--- src/rtl/rics_pkg.sv ---
// Shared RICS datapath types and helpers used by the register file and its select decoding.
package rics_pkg;

  localparam int unsigned DATA_W    = 16;
  localparam int unsigned ADDR_W    = 3;
  localparam int unsigned NREGS     = 1 << ADDR_W;
  // Widest select vector onehot_ok accepts; narrower vectors are zero-extended by callers.
  localparam int unsigned MAX_SEL_W = 256;

  typedef logic [ADDR_W-1:0] reg_idx_t;
  typedef logic [DATA_W-1:0] word_t;

  function automatic logic onehot_ok(input logic [MAX_SEL_W-1:0] vec);
    int unsigned ones;
    ones = 0;
    for (int unsigned i = 0; i < MAX_SEL_W; i++) begin
      if (vec[i]) ones++;
    end
    return (ones == 1);
  endfunction

endpackage

--- src/rtl/register_file_8x16_onehot_to_index.sv ---
// Converts a one-hot write select into a binary register index plus a validity flag.
module onehot_to_index
  import rics_pkg::*;
#(
  parameter int unsigned IDX_W = ADDR_W
) (
  input  logic [(1<<IDX_W)-1:0] sel,
  output logic [IDX_W-1:0]      idx,
  output logic                  valid
);

  // idx is only meaningful when valid; OR-ing indices keeps the encoder cheap.
  always_comb begin
    idx = '0;
    for (int unsigned i = 0; i < (1 << IDX_W); i++) begin
      if (sel[i]) idx = idx | IDX_W'(i);
    end
    valid = onehot_ok(MAX_SEL_W'(sel));
  end

endmodule

--- src/rtl/register_file_8x16.sv ---
// RICS general-purpose register file: one-hot write select, two registered read ports with bypass.
module register_file_8x16
  import rics_pkg::*;
#(
  parameter int unsigned DATA_W   = rics_pkg::DATA_W,
  parameter int unsigned ADDR_W   = rics_pkg::ADDR_W,
  parameter bit          ZERO_REG = 1'b1
) (
  input  logic                    clk,
  input  logic                    rst_n,
  input  logic                    wr_en,
  input  logic [(1<<ADDR_W)-1:0]  wr_sel,
  input  logic [DATA_W-1:0]       wr_data,
  input  logic [ADDR_W-1:0]       rd_addr_a,
  input  logic [ADDR_W-1:0]       rd_addr_b,
  output logic [DATA_W-1:0]       rd_data_a,
  output logic [DATA_W-1:0]       rd_data_b,
  output logic                    sel_err,
  output logic [7:0]              wr_count
);

  localparam int unsigned NREGS_L = 1 << ADDR_W;

  logic [DATA_W-1:0] regs_q [NREGS_L];
  logic [DATA_W-1:0] regs_d [NREGS_L];
  logic [DATA_W-1:0] rd_data_a_q, rd_data_a_d;
  logic [DATA_W-1:0] rd_data_b_q, rd_data_b_d;
  logic              sel_err_q, sel_err_d;
  logic [7:0]        wr_count_q, wr_count_d;

  logic [ADDR_W-1:0] wr_idx;
  logic              sel_valid;
  logic              wr_ok;
  logic              zero_hit;

  onehot_to_index #(.IDX_W(ADDR_W)) u_sel (
    .sel   (wr_sel),
    .idx   (wr_idx),
    .valid (sel_valid)
  );

  // A write to R0 with ZERO_REG set still counts as accepted but stores nothing.
  always_comb begin
    wr_ok    = wr_en && sel_valid;
    zero_hit = ZERO_REG && (wr_idx == '0);
  end

  always_comb begin
    for (int unsigned i = 0; i < NREGS_L; i++) begin
      regs_d[i] = regs_q[i];
      if (wr_ok && !zero_hit && (wr_idx == ADDR_W'(i))) regs_d[i] = wr_data;
    end
  end

  // Bypass: a same-cycle valid write to the read address returns the new value.
  always_comb begin
    rd_data_a_d = regs_q[rd_addr_a];
    if (wr_ok && (rd_addr_a == wr_idx)) rd_data_a_d = zero_hit ? '0 : wr_data;
    rd_data_b_d = regs_q[rd_addr_b];
    if (wr_ok && (rd_addr_b == wr_idx)) rd_data_b_d = zero_hit ? '0 : wr_data;
  end

  always_comb begin
    sel_err_d  = wr_en && !sel_valid;
    wr_count_d = wr_count_q + 8'(wr_ok);
  end

  always_ff @(posedge clk or negedge rst_n) begin
    if (!rst_n) begin
      for (int unsigned i = 0; i < NREGS_L; i++) regs_q[i] <= '0;
      rd_data_a_q <= '0;
      rd_data_b_q <= '0;
      sel_err_q   <= 1'b0;
      wr_count_q  <= '0;
    end else begin
      for (int unsigned i = 0; i < NREGS_L; i++) regs_q[i] <= regs_d[i];
      rd_data_a_q <= rd_data_a_d;
      rd_data_b_q <= rd_data_b_d;
      sel_err_q   <= sel_err_d;
      wr_count_q  <= wr_count_d;
    end
  end

  assign rd_data_a = rd_data_a_q;
  assign rd_data_b = rd_data_b_q;
  assign sel_err   = sel_err_q;
  assign wr_count  = wr_count_q;

endmodule

--- config.mk ---
export PLATFORM = sky130hd
export DESIGN_NAME = register_file_8x16
export DESIGN_NICKNAME = d
export VERILOG_FILES = /design/src/rtl/rics_pkg.sv /design/src/rtl/register_file_8x16_onehot_to_index.sv /design/src/rtl/register_file_8x16.sv
export SDC_FILE = /design/constraint.sdc
export NUM_CORES = 1
export LEC_CHECK = 0
export BUFFER_PORTS_ARGS = -buffer_cell sky130_fd_sc_hd__buf_2
export CORE_MARGIN = 4
export CORE_UTILIZATION = 60
export CTS_CLUSTER_DIAMETER = 60
export DETAILED_ROUTE_END_ITERATION = 8
export PLACE_DENSITY = 0.8
export SYNTH_ARGS = -nofsm -noshare
export SYNTH_HDL_FRONTEND = slang
export SYNTH_SLANG_ARGS = --single-unit
--- constraint.sdc ---
create_clock -name clk -period 4 [get_ports clk]
set_clock_uncertainty 0.2 [all_clocks]
set_input_delay 1 -clock clk [delete_from_list [all_inputs] [get_ports clk]]
set_output_delay 1 -clock clk [all_outputs]
set_load 0.005 [all_outputs]
Word-level counts from Yosys, hierarchy flattened
Cells that the tools add are included.

storage, ports and cells
  input port bits = 33
  memory bits (read-only) = 0
  latch bits = 0
  logic and storage cells = 74
  bits in writable memories = 0
  output and inout bits = 41
  flip-flop bits (word level) = 169
  memories kept = 0

cells by class
  reductions and logical operators = 16
  div/mod/pow operators = 0
  add/sub/neg operators = 8
  shift operators = 0
  order comparisons = 2
  mux-type cells = 24
  multiply operators = 0
  equal/unequal tests = 10
  bitwise gates (word level) = 2

operator list
  kind                                                   number
  2-to-1 mux 32 bit                                      7
  adder 32 x 1 -> 32 bit (second input constant)         6
  2-to-1 mux 16 bit                                      7
  binary-select mux 16 bit (select 3 bit)                2
  equality test 32 x 1 -> 1 bit (second input constant)  1
  logical AND 1 bit                                      13
  equality test 3 bit (second input constant)            4
  2-to-1 mux 3 bit                                       4
  adder 8 x 1 -> 8 bit                                   1
  >= comparator 4 bit (second input constant)            2
  NOT 3 -> 4 bit                                         2
  equality test 3 x 2 -> 1 bit (second input constant)   2
  equality test 3 bit                                    2
  2-to-1 mux 2 bit                                       2
  equality test 3 x 1 -> 1 bit (second input constant)   1
  zero test 3 bit                                        1
  adder 1 x 1 -> 2 bit (second input constant)           1
  zero test 1 bit                                        2
  2-to-1 mux 1 bit                                       2

Longest topological paths before layout
Gate-level depths: netlist of the first run.

  depth after elaboration = 19
  mapped depth = 32
  mapped depth without buffers = 32

Hierarchy
A second synthesis of the first run with hierarchy kept.

unflattened totals
  cells, all modules = 584
  area total of the unflattened synthesis = 8816.0 um2

by module, submodules not included
  module              area each (um2)  cells each  times used  sequential area each (um2)
  register_file_8x16  8204.1           512         1           4229.1
  onehot_to_index     611.8            72          1           0.0

Least setup slack after synthesis of the first run
No wires, ideal clock.

  path type = input-to-reg
  start point = input wr_sel[0]
  end point = register wr_count_q[7], in the netlist wr_count[7]
  slack = -1932 ps
  required time = 3677 ps
  data arrival time = 5609 ps
  stages = 31
  library setup time = 123 ps
  path buffers = 0
  cell sequence = inv_1 ha_1 xor2_1 ha_1 nand2_1 o31ai_1 ha_1 nor2b_1 nor2_1 ha_1 nand2_1 o21ai_0 o21ai_1 inv_1 ha_1 nand2_1 o21ai_0 ha_1 nand2_1 xnor2_1 xnor3_1 o21ai_0 nor3_4 nand2_4 nor2_1 and2_1 ha_1 and3_1 nand3_1 or2_2 xnor2_1

on the way
  longest elaborated chain between the ends = 18

ends and longest elaborated chain
  item                             RTL line                  RTL
  start: declaration               register_file_8x16.sv:12  input logic [(1<<ADDR_W)-1:0] wr_sel,
  2-to-1 mux 1 bit *               rics_pkg.sv:17            if (vec[i]) ones++;
  adder 1 x 1 -> 2 bit             rics_pkg.sv:17
  2-to-1 mux 32 bit *              rics_pkg.sv:17
  adder 32 x 1 -> 32 bit           rics_pkg.sv:17
  2-to-1 mux 32 bit *              rics_pkg.sv:17
  adder 32 x 1 -> 32 bit           rics_pkg.sv:17
  2-to-1 mux 32 bit *              rics_pkg.sv:17
  adder 32 x 1 -> 32 bit           rics_pkg.sv:17
  (+3 left out)                    --
  adder 32 x 1 -> 32 bit           rics_pkg.sv:17
  2-to-1 mux 32 bit *              rics_pkg.sv:17
  adder 32 x 1 -> 32 bit           rics_pkg.sv:17
  2-to-1 mux 32 bit *              rics_pkg.sv:17
  equality test 32 x 1 -> 1 bit *  rics_pkg.sv:19            return (ones == 1);
  logical AND 1 bit *              register_file_8x16.sv:44  wr_ok = wr_en && sel_valid;
  adder 8 x 1 -> 8 bit *           register_file_8x16.sv:65  wr_count_d = wr_count_q + 8'(wr_ok);
  via wr_count_d[7]                register_file_8x16.sv:29  logic [7:0] wr_count_q, wr_count_d;
  end signal: assignment           register_file_8x16.sv:80  wr_count_q <= wr_count_d;
  end: declaration                 register_file_8x16.sv:29

The timed path passes the listed nets; every way through them passes the cells marked *.
A chain may end at the register's enable or synchronous reset.

Final worst setup path of the first run
  start point = input wr_sel[1]
  end point = register regs_q[4] (netlist bit)

on the way
  longest elaborated chain between the ends = 17
  elaborated cells on any way between the ends = 27
  classes of those cells = add/sub (6); eq/ne (2); mux (14); reduce/logical (5)

ends and longest elaborated chain
  item                           RTL line                  RTL
  2-to-1 mux 32 bit              rics_pkg.sv:17
  adder 32 x 1 -> 32 bit         rics_pkg.sv:17
  2-to-1 mux 32 bit              rics_pkg.sv:17
  adder 32 x 1 -> 32 bit         rics_pkg.sv:17
  2-to-1 mux 32 bit              rics_pkg.sv:17
  adder 32 x 1 -> 32 bit         rics_pkg.sv:17
  2-to-1 mux 32 bit              rics_pkg.sv:17
  adder 32 x 1 -> 32 bit         rics_pkg.sv:17
  2-to-1 mux 32 bit              rics_pkg.sv:17
  adder 32 x 1 -> 32 bit         rics_pkg.sv:17
  2-to-1 mux 32 bit              rics_pkg.sv:17
  adder 32 x 1 -> 32 bit         rics_pkg.sv:17
  2-to-1 mux 32 bit              rics_pkg.sv:17
  equality test 32 x 1 -> 1 bit  rics_pkg.sv:19
  logical AND 1 bit              register_file_8x16.sv:44
  logical AND 1 bit              register_file_8x16.sv:51  if (wr_ok && !zero_hit && (wr_idx == ADDR_W'(i))) regs_d[i] = wr_data;
  logical AND 1 bit *            register_file_8x16.sv:51
  end: declaration               register_file_8x16.sv:24  logic [DATA_W-1:0] regs_q [NREGS_L];

Mark *: on every way between the ends. The rest lies on a longest branch, timed or not.

==> results of run 1 <==
==> cell families after synthesis <==
family                   after synthesis  synth area share [%]
multiplexers                         241                 38.27
flip-flops                           169                 48.09
AND/OR/NAND/NOR                       83                 5.406
buffers and inverters                 61                 3.002
XOR/XNOR                              25                 3.158
AO/OA/AOI/OAI                         10                0.7967
adder cells (fa/ha/maj)                9                 1.280
==> layer usage <==
metal  part of all wire (%)  up-vias  track usage, %  routed length, um
met5                  0.045        -               0                 11
li1                       -     2491               -                  -
met1                     40     3162           38.11               9666
met4                    3.3        2           10.13                810
met2                     51      268           49.36              12510
met3                    5.7       82           5.111               1402
==> worst max-delay path by stage <==
stage              start          end  slack [ns]  cells past startpoint
2_1_floorplan  wr_sel[1]  wr_count[7]       -1.69                     31
3_3_place_gp   wr_sel[1]  wr_count[7]       -1.81                     32
3_5_place_dp   wr_sel[1]  wr_count[7]       -2.04                     32
4_1_cts        wr_sel[0]  wr_count[7]       -1.27                     32
5_1_grt        wr_sel[1]  wr_count[7]       -1.55                     32
6_report       wr_sel[1]    regs_q[4]       -1.39                     30
==> power breakdown <==
group          switching [mW]  internal [mW]
combinational           0.738           1.08
clock                   0.689          0.978
sequential              0.305           2.11
==> state kept, by name (all words and copies together) (netlist names) <==
name       cells
wr_count       8
rd_data_b     16
regs_q       128
rd_data_a     16
sel_err        1
==> critical path: cells and delay by family <==
kind            cells  cell delay, ns
compound gates      5            0.38
buf+inv             6            0.66
fa+ha+maj           6            1.48
mux                 1            0.31
xor+xnor            3            0.57
simple gates        9            1.08
==> timing repair <==
item / in CTS / in global routing
pin swaps: 18 / 14
setup endpoints to repair: 153 / 153
setup buffers: 17 / 9
gates cloned: 3 / 1
resized for setup: 70 / 39
==> cells in the mapped netlist, types with 2 or more instances <==
| library cell | number |
|---|---|
| mux2_1 | 3 |
| buf_4 | 2 |
| xnor2_1 | 9 |
| mux4_2 | 64 |
| mux2i_1 | 64 |
| nor3_4 | 3 |
| and2_1 | 3 |
| nor4_1 | 4 |
| nor2_2 | 2 |
| nor2_1 | 11 |
| nand3b_1 | 2 |
| buf_2 | 10 |
| buf_6 | 2 |
| nand3_1 | 7 |
| buf_1 | 8 |
| or2_2 | 2 |
| ha_1 | 9 |
| nor2b_1 | 2 |
| xor2_1 | 12 |
| inv_1 | 6 |
| xnor3_1 | 2 |
| dfrtp_1 | 169 |
| nand4_1 | 3 |
| nand4b_1 | 2 |
| nand2_1 | 31 |
| nor3_1 | 2 |
| clkbuf_1 | 32 |
| o21ai_0 | 3 |
| mux2_2 | 109 |
==> cell type report <==
| class | count | area share [%] |
|---|---|---|
| clock buffers | 19 | 3.749 |
| flip-flops and latches | 169 | 36.62 |
| well taps | 180 | 1.950 |
| diodes | 1 | 0.02167 |
| inverters | 7 | 0.4009 |
| multi-input cells | 368 | 42.91 |
| clock inverters | 12 | 1.311 |
| repair buffers | 169 | 13.03 |
==> results.tsv, run 1 <==
stage	metric	value	unit
clock_tree	h-tree-depth	4	
yosys	synthDominantCellAreaShare	48.09	%
grt	grt_max_degree	78	
finish	fillCellCount	656	
finish	multi_input_area	0.004956	mm2
yosys	ys_async_sr_fraction	100.0	%
setup_path	slowest_stage	mux2_4	
die	dieArea	0.01666	mm2
yosys	synth-edff-count	0	
power_and_ir_drop	ir_drop	414.5	uV
setup_path	reg2regPathDepth	3	
die	ios	74	
timing	fin_setup_tns	-184.44	ns
status	violations	setup timing	
finish	fin_util	81.93	%
detailed_routing	via_per_inst	6.492	
die	start_util	62.39	%
place	place_congestion	0.8459	
yosys	synth-seq-cells	169	
timing	period_minus_slack	5.391	ns
setup_path	max_stage_delay	0.31	ns
yosys	synth_area	0.008795	mm2
timing	fmaxAchievable	185.5	MHz
clock_tree	path_clk_slew	0.06	ns
power_and_ir_drop	power_density	510.6	mW/mm2
setup_path	r2r_start	regs_q[14]	
yosys	syn-num-nets	640	
place	dp.cells	869	
setup_path	cp_data_required_time	4.10	ns
clock_tree	cts_tree	done	
clock_tree	cts_buffer_depth	2	
timing	drv_slew	0	
clock_tree	cts_made_buffers	17	
yosys	synthDistinctLibCells	49	
setup_path	rr_endpoint	rd_data_b[14]	
yosys	yosys-top-cells-area	dfrtp_1, mux4_2, mux2_2, mux2i_1, clkbuf_1	
timing	period_share	134.8	%
detailed_routing	drt_pass1_iterations	5	
yosys	avgSynthCellArea	14.71	um2
timing	hold-worst-slack	0.1963	ns
setup_path	cp-end-kind	register	
die	row_count	43	
timing	worst_slack	-1.391	ns
timing	hold_viol_final	0	
yosys	yosysSeqAreaShare	48.09	%
yosys	synthCells	598	
timing	relSlewSlack	51.68	%
clock_tree	cts_root_buf	clkbuf_16	
finish	final_common_cell	dfrtp_1	
place	dp_slack	-2.036	ns
finish	final_area	0.01155	mm2
setup_path	cp.arrival	5.50	ns
min_path	hold_end	regs_q[115]	
grt	track_usage	29.02	%
yosys	yosysWarnings	0	
place	portBuffers	73	
power_and_ir_drop	power	5.897	mW
finish	mostFrequentLayoutCells	dfrtp_1, mux2_4, buf_2, mux4_2, buf_4	
clock_tree	cts_num_sinks	169	
clock_tree	cts-hold-fix-buffers	0	
detailed_routing	wirelength	24400	um
finish	fin_cells	925	
min_path	hp-start	regs_q[115]	
power_and_ir_drop	p_leak	5.463	nW
die	coreArea	0.01410	mm2
clock_tree	clk_latency	0.43	ns
finish	finalNetCount	774	
setup_path	cpMostUsedCell	ha_4	
finish	final_layout_size_suffix_gt1_share	58.60	%
detailed_routing	drc_errors	0	
setup_path	worst_setup_path_start_kind	input pin	
yosys	synth_ff_type	dfrtp_1	
place	hpwl	13730	um
die	fp.dieH	129.1	um
min_path	hp-class	reg2reg	
grt	grt_pass1_wl	36200	um
status	status	complete, but fails checks	
detailed_routing	routedWlPerCell	26.38	um
finish	syn_to_final_growth	31.31	%
timing	setup_viol	153	
grt	grt_pass1_vias	6433	
grt	grt_overflow	0	
detailed_routing	num_vias	6005	
setup_path	critPathMaxFanout	6	
place	placed_cell_area	0.01015	mm2
grt	antenna_found_initial	1	
setup_path	rrSetupSlack	2.32	ns
finish	seqCellArea	0.004229	mm2
flow_run	maxCapViolations	0	
min_path	hold_depth	0	
setup_path	crit_type	in2reg	
detailed_routing	drtIter0Drc	502	
timing	tightest_slew	0.7248	ns
yosys	netlist.top_cell.by_area	dfrtp_1	
detailed_routing	antenna_left	0	
timing	rsz0062_at_grt	yes	
die	die_w	129.1	um
Note: power is estimated with default switching activity, not from simulation.
==> run 2, diff against run 1 <==
==> constraint.sdc (replaced) <==
create_clock -name clk -period 4 [get_ports clk]
set_clock_uncertainty 0.2 [all_clocks]
set_input_delay 0.2 -clock clk [delete_from_list [all_inputs] [get_ports clk]]
set_output_delay 0.2 -clock clk [all_outputs]
set_load 0.005 [all_outputs]
==> run 2 against run 1 <==
The flow still finishes with violations (setup timing). Routed wire length up 4.8%. Register-to-register slack better by 0.05 ns. Sequential share of layout area down 0.58 points. Non-clock buffer count up 15. Power up 0.99%. Cell count up 1.4%. Design area up 1.6%. Core utilization up 1.3 points. Count of clock-buffer cells in the layout up 4. Global-route usage up 0.46 points. First-iteration DRC count up 13%. Flip-flop and latch count unchanged. Critical endpoint is now rd_data_b[15].
==> results.tsv, run 2 (synthesis gave the netlist of run 1 again) <==
stage	metric	value	unit	change
clock_tree	cts_tree	done		unchanged
finish	syn_to_final_growth	33.43	%	was 31.31%
detailed_routing	routedWlPerCell	27.27	um	was 26.38 um
detailed_routing	drtIter0Drc	566		was 502
min_path	hp-class	in2reg		was reg2reg
die	fp.dieH	129.1	um	unchanged
place	place_congestion	0.8435		was 0.8459
die	start_util	62.39	%	unchanged
clock_tree	cts_num_sinks	169		unchanged
status	status	complete, but fails checks		unchanged
finish	mostFrequentLayoutCells	dfrtp_1, buf_2, mux2_4, mux4_2, mux2i_1		was dfrtp_1, mux2_4, buf_2, mux4_2, buf_4
detailed_routing	wirelength	25580	um	was 24400 um
timing	setup_viol	146		was 153
finish	diodes	0		was 1
setup_path	crit_end	rd_data_b[15]		was regs_q[4]
timing	drv_slew	0		unchanged
place	portBuffers	73		unchanged
power_and_ir_drop	power_density	507.5	mW/mm2	was 510.6 mW/mm2
detailed_routing	drt_pass1_iterations	5		unchanged
setup_path	crit_type	in2reg		unchanged
die	coreArea	0.01410	mm2	unchanged
clock_tree	clk_latency	0.44	ns	was 0.43 ns
timing	hold-worst-slack	0.04719	ns	was 0.1963 ns
finish	fillCellCount	648		was 656
setup_path	rrSetupSlack	2.37	ns	was 2.32 ns
finish	largest_register_ffs	128		unchanged
power_and_ir_drop	power	5.955	mW	was 5.897 mW
grt	grt_pass1_vias	6430		was 6433
setup_path	max_stage_delay	0.31	ns	about the same
grt	grt_pass1_wl	36440	um	was 36200 um
grt	grt_overflow	0		unchanged
grt	track_usage	29.48	%	was 29.02%
clock_tree	cts_made_buffers	17		unchanged
setup_path	rr_endpoint	rd_data_b[14]		unchanged
timing	worst_slack	-0.7166	ns	was -1.391 ns
power_and_ir_drop	p_leak	5.566	nW	was 5.463 nW
setup_path	slowest_stage	ha_1		was mux2_4
power_and_ir_drop	ir_drop	322.9	uV	was 414.5 uV
setup_path	crit_path_start	wr_sel[0]		was wr_sel[1]
finish	fin_util	83.25	%	was 81.93%
grt	use_met2	49.12	%	was 49.36%
setup_path	r2r_start	regs_q[78]		was regs_q[14]
setup_path	cp.arrival	4.86	ns	was 5.50 ns
detailed_routing	antenna_left	0		unchanged
finish	finalNetCount	789		was 774
clock_tree	cts_buffer_depth	2		unchanged
die	row_count	43		unchanged
clock_tree	h-tree-depth	4		unchanged
place	dp.cells	850		was 869
die	die_w	129.1	um	unchanged
timing	fmaxAchievable	212.0	MHz	was 185.5 MHz
finish	top_register	regs_q		unchanged
detailed_routing	drc_errors	0		unchanged
finish	final_layout_size_suffix_gt1_share	57.52	%	was 58.60%
place	dp_slack	-1.263	ns	was -2.036 ns
setup_path	cp-end-kind	register		unchanged
setup_path	critPathMaxFanout	6		unchanged
timing	hold_viol_final	0		unchanged
timing	tightest_slew	1.196	ns	was 0.7248 ns
grt	grt_util_met1	37.77	%	was 38.11%
timing	rsz0062_at_grt	yes		unchanged
status	violations	setup timing		unchanged
setup_path	reg2regPathDepth	3		unchanged
grt	antenna_found_initial	0		was 1
finish	final_common_cell	dfrtp_1		unchanged
timing	period_minus_slack	4.717	ns	was 5.391 ns
timing	fin_setup_tns	-68.96	ns	was -184.44 ns
clock_tree	cts_root_buf	clkbuf_16		unchanged
place	placed_cell_area	0.009970	mm2	was 0.01015 mm2
clock_tree	path_clk_slew	0.06	ns	about the same
detailed_routing	via_per_inst	6.542		was 6.492
finish	fin_cells	938		was 925
flow_run	maxCapViolations	0		unchanged
grt	grt_most_used_layer	met2		unchanged
die	ios	74		unchanged
place	hpwl	13310	um	was 13730 um
grt	grt_use_met3	7.420	%	was 5.111%
detailed_routing	num_vias	6136		was 6005
grt	grt_max_degree	105		was 78
timing	relSlewSlack	19.56	%	was 51.68%
setup_path	cp_data_required_time	4.14	ns	was 4.10 ns
finish	final_area	0.01174	mm2	was 0.01155 mm2
setup_path	worst_setup_path_start_kind	input pin		unchanged
die	dieArea	0.01666	mm2	unchanged
timing	period_share	117.9	%	was 134.8%
==> run 2: cell types whose count changed in the layout (fill, tap and decap cells not counted), moves of 4 or more <==
cell	previous run	this run
buf_12	21	16
buf_4	58	47
buf_6	13	24
clkbuf_8	0	4
dlygate4sd3_1	0	18
==> run 2: worst min path at each step <==
stage                    to   from  slack [ns]  cells after the start
2_1_floorplan  rd_data_a[0]  rst_n       -0.30                      0
3_5_place_dp    wr_count[2]  rst_n        0.02                      1
5_1_grt         wr_count[0]  wr_en        0.03                      3
6_report        wr_count[0]  wr_en        0.05                      3
3_3_place_gp    wr_count[2]  rst_n       0.008                      1
4_1_cts         wr_count[0]  wr_en        0.03                      3
==> run 2: cell type report <==
type	count	area, um2	area share [%]
multi-input cells	368	4971	42.36
repair buffers	184	1687	14.37
well taps	180	225.2	1.919
flip-flops and latches	169	4229	36.04
clock buffers	23	488.0	4.158
clock inverters	7	91.34	0.7783
inverters	7	43.79	0.3732
==> run 2: report_power, final <==
group	switching, mW	total, mW	internal [mW]
clock network	0.664	1.64	0.977
logic	0.770	1.90	1.13
registers	0.307	2.42	2.11
==> run 2: what timing repair did <==
action	CTS	global route
pin swaps	16	16
cloned	4	4
endpoints found under the hold margin	209	0
setup buffers	25	15
setup endpoints to repair	152	153
hold buffers	18	0
gates resized for setup	76	52
==> run 2: routing by layer <==
metal  part of all wire (%)  wire (um)
met5                      0          0
met4                    3.4        864
met3                    6.9       1771
met2                     51      13130
met1                     38       9812
==> run 2: worst max-delay path, delay by kind of cell <==
family	cells	cell delay, ns
AND/OR/NAND/NOR	9	1.03
buffers and inverters	10	1.17
AO/OA/AOI/OAI	5	0.39
XOR/XNOR	3	0.56
multiplexers	1	0.25
adder cells (fa/ha/maj)	5	1.23
==> run 3, diff against run 2 <==
SKIP_CTS_REPAIR_TIMING = 1   (was unset)
==> run 3 against run 2 <==
The run still ends with setup timing left. Design area shrank 3.7%. Die area is the same. Core utilization shrank 3.1 points. Largest power group unchanged. Worst hold slack gained 0.032 ns. Power shrank 4.6%. Routed wire length shrank 13%. Sequential power is essentially flat. Sequential share of layout area grew 1.4 points. Cell count shrank 2.6%.
==> results.tsv, run 3 (synthesis gave the netlist of run 1 again) <==
stage	metric	value	unit	change
status	status	complete, but fails checks		unchanged
status	violations	setup timing		unchanged
min_path	hold_end	wr_count[0]		unchanged
clock_tree	path_clk_slew	0.06	ns	about the same
finish	largest_register_ffs	128		unchanged
timing	fin_setup_tns	-39.55	ns	was -68.96 ns
timing	drv_slew	0		unchanged
clock_tree	clk_latency	0.43	ns	was 0.44 ns
finish	final_common_cell	dfrtp_1		unchanged
clock_tree	cts_root_buf	clkbuf_16		unchanged
setup_path	worst_setup_path_start_kind	input pin		unchanged
setup_path	reg2regPathDepth	3		unchanged
finish	diodes	0		unchanged
detailed_routing	dr_wl_met2	11750	um	was 13130 um
grt	grt_pass1_wl	32750	um	was 36440 um
die	dieArea	0.01666	mm2	unchanged
min_path	hp-class	in2reg		unchanged
setup_path	cp-end-kind	register		unchanged
die	die_w	129.1	um	unchanged
setup_path	cp.arrival	4.60	ns	was 4.86 ns
finish	fillCellCount	736		was 648
clock_tree	cts_tree	done		unchanged
setup_path	r2r_start	regs_q[95]		was regs_q[78]
timing	hold_viol_final	0		unchanged
grt	grt_pass1_vias	5944		was 6430
setup_path	cpMostUsedCell	ha_4		
place	place_congestion	0.8435		unchanged
die	row_count	43		unchanged
timing	fmaxAchievable	224.9	MHz	was 212.0 MHz
finish	fin_util	80.17	%	was 83.25%
min_path	hp-start	wr_en		unchanged
timing	worst_slack	-0.4470	ns	was -0.7166 ns
timing	tightest_slew	1.083	ns	was 1.196 ns
detailed_routing	via_per_inst	6.301		was 6.542
timing	relSlewSlack	27.13	%	was 19.56%
power_and_ir_drop	ir_drop	331.1	uV	was 322.9 uV
grt	track_usage	26.08	%	was 29.48%
clock_tree	h-tree-depth	4		unchanged
timing	period_share	111.2	%	was 117.9%
setup_path	slowest_stage	ha_1		unchanged
detailed_routing	antenna_left	0		unchanged
place	portBuffers	73		unchanged
detailed_routing	drt_pass1_iterations	5		unchanged
grt	grt_max_degree	105		unchanged
timing	rsz0062_at_grt	yes		unchanged
setup_path	rrSetupSlack	2.40	ns	was 2.37 ns
detailed_routing	num_vias	5759		was 6136
detailed_routing	met1_length	9109	um	was 9812 um
place	dp.cells	850		unchanged
clock_tree	cts_num_sinks	169		unchanged
place	hpwl	13310	um	unchanged
finish	final_layout_size_suffix_gt1_share	54.90	%	was 57.52%
power_and_ir_drop	power_density	502.6	mW/mm2	was 507.5 mW/mm2
grt	grt_overflow	0		unchanged
detailed_routing	top_layer	met4		unchanged
die	start_util	62.39	%	unchanged
detailed_routing	wirelength	22370	um	was 25580 um
clock_tree	cts_made_buffers	17		unchanged
clock_tree	cts_buffer_depth	2		unchanged
die	ios	74		unchanged
min_path	hold_depth	3		unchanged
finish	top_register	regs_q		unchanged
finish	finalNetCount	765		was 789
finish	mostFrequentLayoutCells	dfrtp_1, buf_2, mux4_2, mux2_4, mux2_2		was dfrtp_1, buf_2, mux2_4, mux4_2, mux2i_1
detailed_routing	dr_wl_met3	1101	um	was 1771 um
flow_run	maxCapViolations	0		unchanged
setup_path	cp_data_required_time	4.15	ns	was 4.14 ns
timing	setup_viol	135		was 146
setup_path	critPathMaxFanout	3		was 6
finish	syn_to_final_growth	28.50	%	was 33.43%
die	fp.dieH	129.1	um	unchanged
timing	period_minus_slack	4.447	ns	was 4.717 ns
grt	antenna_found_initial	0		unchanged
setup_path	rr_endpoint	rd_data_a[15]		was rd_data_b[14]
setup_path	crit_type	in2reg		unchanged
detailed_routing	drc_errors	0		unchanged
finish	fin_cells	914		was 938
die	coreArea	0.01410	mm2	unchanged
detailed_routing	routedWlPerCell	24.47	um	was 27.27 um
setup_path	max_stage_delay	0.33	ns	was 0.31 ns
detailed_routing	drtIter0Drc	391		was 566
power_and_ir_drop	p_leak	5.323	nW	was 5.566 nW
[run 3: cell count changes in the layout (fill, tap and decap cells not counted), sizes merged]
cell	previous run	this run
buf	162	138
[run 3: per-layer routing]
metal | vias up | track usage, %
met3 | 38 | 6.595
met5 | - | 0
met1 | 3050 | 34.41
met4 | 0 | 7.474
li1 | 2471 | -
met2 | 200 | 43.51
[run 3: layout make-up]
cell class | count | area [um2] | area share (%)
inverters | 7 | 43.79 | 0.3875
clock buffers | 23 | 488.0 | 4.318
flip-flops and latches | 169 | 4229 | 37.42
well taps | 180 | 225.2 | 1.993
multi-input cells | 368 | 4838 | 42.81
repair buffers | 160 | 1385 | 12.26
clock inverters | 7 | 91.34 | 0.8082
[run 3: how the worst max path moves through the flow]
stage	slack [ns]	startpoint	cells past startpoint	endpoint
after floorplan	-0.89	wr_sel[1]	31	wr_count[7]
after global placement	-1.02	wr_sel[1]	32	wr_count[7]
final	-0.45	wr_sel[1]	32	wr_count[7]
after detailed placement	-1.26	wr_sel[1]	32	wr_count[7]
after CTS	-0.81	wr_sel[1]	32	wr_count[7]
after global routing	-0.63	wr_sel[1]	32	wr_count[7]
[run 3: through the flow]
step | hold slack (ns) | cell area, um2 | setup slack (ns) | power (mW)
finish | 0.07963 | 11300 | -0.4470 | 5.679
global route | 0.06673 | 11300 | -0.6291 | 5.944
CTS | -0.4332 | 10550 | -0.8062 | 5.449
detailed placement | 0.01900 | 9970 | -1.263 | 3.821
global placement | 0.008267 | 9970 | -1.021 | 3.712
floorplan | -0.2956 | 9099 | -0.8855 | 3.297
[run 3: worst max-delay path: cells and delay by family]
kind                     cells  cell delay (ns)
AND/OR/NAND/NOR             13             1.50
XOR/XNOR                     4             0.68
adder cells (fa/ha/maj)      7             1.63
AO/OA/AOI/OAI                5             0.41
buffers and inverters        3             0.19
[run 3: report_power, final]
group	leakage (nW)	switching (mW)	total [mW]	internal, mW
logic	2.76	0.668	1.66	0.993
clock network	0.285	0.645	1.62	0.977
registers	2.28	0.284	2.40	2.11
